File: src/rtl/load_store_unit_pkg.sv
// load_store_unit_pkg: shared LSU state encoding, access-size encodings and alignment check
package load_store_unit_pkg;
  typedef enum logic [1:0] {IDLE, REQ, RESP, DONE} lsu_state_t;
  localparam logic [1:0] BYTE = 2'b00;
  localparam logic [1:0] HALF_WORD = 2'b01;
  localparam logic [1:0] WORD = 2'b10;
  function automatic logic is_legal(input logic [1:0] size, input logic [1:0] off);
    return size == BYTE || (size == HALF_WORD && !off[0]) || (size == WORD && off == 2'b00);
  endfunction
endpackage

File: src/rtl/load_store_unit_load_align.sv
// load_store_unit_load_align: shifts the read word by byte offset and sign/zero-extends to 32 bits
module load_store_unit_load_align
  import load_store_unit_pkg::*;
(
  input  logic [31:0] rdata,
  input  logic [1:0]  off,
  input  logic [1:0]  size,
  input  logic        zero_extnd,
  output logic [31:0] result
);
  logic [31:0] sh;
  assign sh = rdata >> {off, 3'b000};
  assign result = size == BYTE      ? {{24{!zero_extnd && sh[7]}}, sh[7:0]} :
                  size == HALF_WORD ? {{16{!zero_extnd && sh[15]}}, sh[15:0]} : sh;
endmodule

File: src/rtl/load_store_unit.sv
// load_store_unit: memory stage driving a req/gnt/rvalid data port, returning extended load data, with stall, fault and timeout
module load_store_unit
  import load_store_unit_pkg::*;
#(
  parameter int unsigned TIMEOUT_CYCLES = 255
) (
  input  logic        clk,
  input  logic        reset_i,
  input  logic        data_req_i,
  input  logic        data_wr_i,
  input  logic [1:0]  data_byte_i,
  input  logic        zero_extnd_i,
  input  logic [31:0] data_addr_i,
  input  logic [31:0] data_wdata_i,
  output logic        mem_req_o,
  input  logic        mem_gnt_i,
  output logic [31:0] mem_addr_o,
  output logic        mem_wr_o,
  output logic [3:0]  mem_be_o,
  output logic [31:0] mem_wdata_o,
  input  logic        mem_rvalid_i,
  input  logic [31:0] mem_rdata_i,
  output logic        lsu_stall_o,
  output logic [31:0] ld_data_o,
  output logic        ld_valid_o,
  output logic        lsu_fault_o
);
  lsu_state_t state;
  logic [31:0] cnt;
  logic [1:0] sz_q, off_q;
  logic ext_q, legal, tmo;
  logic [3:0] be;
  logic [31:0] wd, ld_res;
  assign legal = is_legal(data_byte_i, data_addr_i[1:0]);
  assign tmo = TIMEOUT_CYCLES != 0 && cnt == TIMEOUT_CYCLES - 1;
  assign lsu_stall_o = (state == IDLE && data_req_i && legal) || state == REQ || state == RESP;
  assign be = data_byte_i == BYTE      ? 4'b0001 << data_addr_i[1:0] :
              data_byte_i == HALF_WORD ? 4'b0011 << data_addr_i[1:0] : 4'b1111;
  assign wd = data_byte_i == BYTE      ? {4{data_wdata_i[7:0]}} :
              data_byte_i == HALF_WORD ? {2{data_wdata_i[15:0]}} : data_wdata_i;
  load_store_unit_load_align u_align (
    .rdata(mem_rdata_i),
    .off(off_q),
    .size(sz_q),
    .zero_extnd(ext_q),
    .result(ld_res)
  );
  always_ff @(posedge clk) begin
    if (reset_i) begin
      state <= IDLE;
      cnt <= '0;
      mem_req_o <= 1'b0;
      mem_wr_o <= 1'b0;
      mem_be_o <= '0;
      mem_addr_o <= '0;
      mem_wdata_o <= '0;
      ld_data_o <= '0;
      ld_valid_o <= 1'b0;
      lsu_fault_o <= 1'b0;
      sz_q <= '0;
      off_q <= '0;
      ext_q <= 1'b0;
    end else begin
      cnt <= cnt + 1;
      ld_valid_o <= 1'b0;
      lsu_fault_o <= 1'b0;
      case (state)
        IDLE: if (data_req_i && legal) begin
          state <= REQ;
          cnt <= '0;
          mem_req_o <= 1'b1;
          mem_addr_o <= {data_addr_i[31:2], 2'b00};
          mem_wr_o <= data_wr_i;
          mem_be_o <= be;
          mem_wdata_o <= wd;
          sz_q <= data_byte_i;
          off_q <= data_addr_i[1:0];
          ext_q <= zero_extnd_i;
        end else if (data_req_i) begin
          state <= DONE;
          cnt <= '0;
          lsu_fault_o <= 1'b1;
        end
        REQ: if (mem_gnt_i) begin
          state <= mem_wr_o ? DONE : RESP;
          cnt <= '0;
          mem_req_o <= 1'b0;
        end else if (tmo) begin
          state <= DONE;
          cnt <= '0;
          mem_req_o <= 1'b0;
          lsu_fault_o <= 1'b1;
        end
        RESP: if (mem_rvalid_i) begin
          state <= DONE;
          cnt <= '0;
          ld_data_o <= ld_res;
          ld_valid_o <= 1'b1;
        end else if (tmo) begin
          state <= DONE;
          cnt <= '0;
          lsu_fault_o <= 1'b1;
        end
        default: begin
          state <= IDLE;
          cnt <= '0;
        end
      endcase
    end
  end
endmodule
File: config.mk
export PLATFORM = sky130hd
export DESIGN_NAME = load_store_unit
export DESIGN_NICKNAME = d
export VERILOG_FILES = /design/src/rtl/load_store_unit_pkg.sv /design/src/rtl/load_store_unit_load_align.sv /design/src/rtl/load_store_unit.sv
export SDC_FILE = /design/constraint.sdc
export NUM_CORES = 1
export LEC_CHECK = 0
export CORE_MARGIN = 2
export CORE_UTILIZATION = 48
export CTS_BUF_LIST = sky130_fd_sc_hd__clkbuf_8
export DETAILED_ROUTE_END_ITERATION = 8
export PLACE_DENSITY = 0.83
export SYNTH_ARGS = -nofsm -noshare
export SYNTH_HDL_FRONTEND = slang
export SYNTH_SLANG_ARGS = --single-unit
File: constraint.sdc
create_clock -name clk -period 2.5 [get_ports clk]
set_clock_uncertainty 0.15 [all_clocks]
set_input_delay 0.5 -clock clk [delete_from_list [all_inputs] [get_ports clk]]
set_output_delay 0.5 -clock clk [all_outputs]
set_load 0.05 [all_outputs]
==> out/metrics.csv <==
metric,value,unit
synth_seq_cells,141,
final.min_clock_period,2440,ps
root_buffer,clkbuf_8,
die_area,0.0144,mm2
hold_class,in2reg,
layout_common_cells,"clkdlybuf4s50_1 (204), nand2_1 (151), dfxtp_1 (141)",
synth_cell_types,53,
final_util,69.6,%
finalNonFillerCells,1175,
whs,187,ps
dp.cells,1143,
die_x,120,um
drc,0,
crit_fanout,2,
antenna_found_initial,0,
end_kind,primary output,
syn-instance-count,793,
setup_viol,0,
initial_core_util,49.1,%
wl_met1,7.58,mm
ys_seq_area_share,43.6,%
cap_viol_max_count,0,
first_pass_iters,5,
drive_above_1_share,8.61,%
core,0.0132,mm2
cp_slowest_stage_delay,430,ps
clock_latency,440,ps
pre_cts_slack,-213,ps
htreeDepth,4,
cts_tree,built,
overflow,0,
worst-path-buf-inv,3,
top_layer_used,met4,
diodes,0,
hold_violations,0,
first_global_vias,5859,
wirelength,18.8,mm
ios,210,
start_kind,input port,
final_area,0.00918,mm2
clk_pin_slew,70,ps
path_delay_family,buffers and inverters,
crit_slowest_cell,clkdlybuf4s50_1,
cp.required,1850,ps
cp_cell_sequence,clkdlybuf4s50_1 > inv_1 > ha_2 > nor2b_4 > o21ai_2 > a21boi_2 > buf_12,
status,"complete, no violations",
syn_area,0.00647,mm2
fin_setup_tns,0,ps
wl_met3,1.48,mm
post-route-period-util,97.8,%
leakagePower,3.25,nW
max_freq,409,MHz
antenna_left,0,
power_density,601,mW/mm2
nets,1099,
final_common_cell,clkdlybuf4s50_1,
cp_data_arrival_time,1790,ps
slew_headroom,58.3,%
drv_slew,0,
rows,42,
worst_pin_slew,624,ps
p_total,5.52,mW
syn_area_per_cell,8.17,um2
wl_met2,9.31,mm
placed_area,0.00881,mm2
via_per_inst,5.32,
grt_start_max_net_pins,47,
drt_iter0_drc,486,
syn2layout_area_growth,41.8,%
fin_ws,55.0,ps
gr-usage-all-layers,26.2,%
wl_per_cell,16.0,um
ys.warnings.count,0,
clk_path_buf_depth,2,
port_buffers,207,
vias,6246,
die_h,120,um
place.detailed.hpwl,13.7,mm
grt_pass1_wl,29.9,mm
ir_drop,0.000371,V
clock-sinks,141,
gp_congestion,0.935,
numCtsBuffers,17,
crit_type,in2out,
-- what timing repair did --
item                                    4_1_cts  5_1_grt
setup buffers                                 1        0
resized for setup                             2        4
hold buffers                                  0        0
pin swaps                                     1        2
endpoints found under the setup margin        1        1
-- cells by family after synthesis --
group | after synthesis | share of synthesized area [%]
other | 1 | 0.0579
DFF | 141 | 43.6
and+or+nand+nor | 335 | 24.1
adders and majority gates | 7 | 1.35
AOI/OAI and AO/OA | 173 | 16.7
buffers and inverters | 73 | 5.00
xor gates and xnor gates | 29 | 3.92
muxes | 34 | 5.28
-- routing by layer --
| layer | vias up | GRT usage [%] |
|---|---|---|
| met4 | 0 | 10.5 |
| met1 | 2877 | 30.6 |
| li1 | 3121 | - |
| met5 | - | 0 |
| met2 | 225 | 45.2 |
| met3 | 23 | 7.27 |
-- path summary, 6_finish.rpt --
check | start | end | slack [ps] | cells past startpoint
worst max register to register | cnt[0]$_SDFF_PP0_ | cnt[11]$_SDFF_PP0_ | 340 | 8
worst max-delay path | data_addr_i[1] | lsu_stall_o | 60 | 7
worst min-delay path | reset_i | off_q[0]$_SDFFE_PP0P_ | 190 | 2
worst min register to register | mem_addr_o[21]$_SDFFE_PP0P_ | mem_addr_o[21]$_SDFFE_PP0P_ | 300 | 2
-- flip-flops by register name, indices dropped and copies added (netlist names) --
signal / count
ext_q: 1
ld_data_o: 32
sz_q: 2
lsu_fault_o: 1
cnt: 32
mem_wr_o: 1
ld_valid_o: 1
mem_req_o: 1
off_q: 2
mem_be_o: 4
mem_addr_o: 30
mem_wdata_o: 32
state: 2
-- final cells by class --
type,count,area [um2]
inverter,9,33.8
clock inverter,12,82.6
tap,176,220
fill,1048,4010
sequential,141,2820
multi-input combinational,580,3360
clock buffer,19,262
timing repair buffer,238,2400
-- report_power, final --
group          internal [mW]  leakage [nW]  switching (mW)
Combinational          0.565          1.91           0.872
Clock                  0.806         0.196           0.825
Sequential              2.37          1.15          0.0841
Total                   3.74          3.25            1.78
-- synthesized netlist by cell type (all sizes together) --
master | instances | area share, %
mux2 | 1 | 0.17
and4 | 6 | 0.83
o31ai | 1 | 0.33
nor2b | 13 | 1.3
nor4b | 1 | 0.14
buf | 24 | 2.2
ha | 7 | 1.4
a2111oi | 3 | 0.41
dfxtp | 141 | 44
xor2 | 12 | 1.6
nor4 | 10 | 1.7
or4 | 1 | 0.17
and3 | 1 | 0.097
a311oi | 8 | 1.1
clkinv | 1 | 0.058
a2bb2oi | 1 | 0.23
or3 | 1 | 0.097
mux2i | 33 | 5.1
xnor2 | 17 | 2.3
o21ai | 34 | 2.6
o2bb2ai | 1 | 0.14
nand3 | 11 | 0.85
a21oi | 81 | 6.3
nor3b | 1 | 0.12
conb | 1 | 0.058
o22ai | 1 | 0.097
nand2 | 151 | 8.8
and2 | 2 | 0.19
or2 | 2 | 0.19
nor3 | 28 | 2.4
clkbuf | 40 | 2.3
a32oi | 1 | 0.14
a21o | 1 | 0.12
inv | 8 | 0.46
nor2 | 93 | 5.5
o221a | 9 | 1.6
a21boi | 1 | 0.12
nand2b | 3 | 0.29
a211oi | 30 | 3.5
nand4 | 11 | 1.5
o311a | 1 | 0.15
Note: power is estimated with default switching activity, not from simulation.
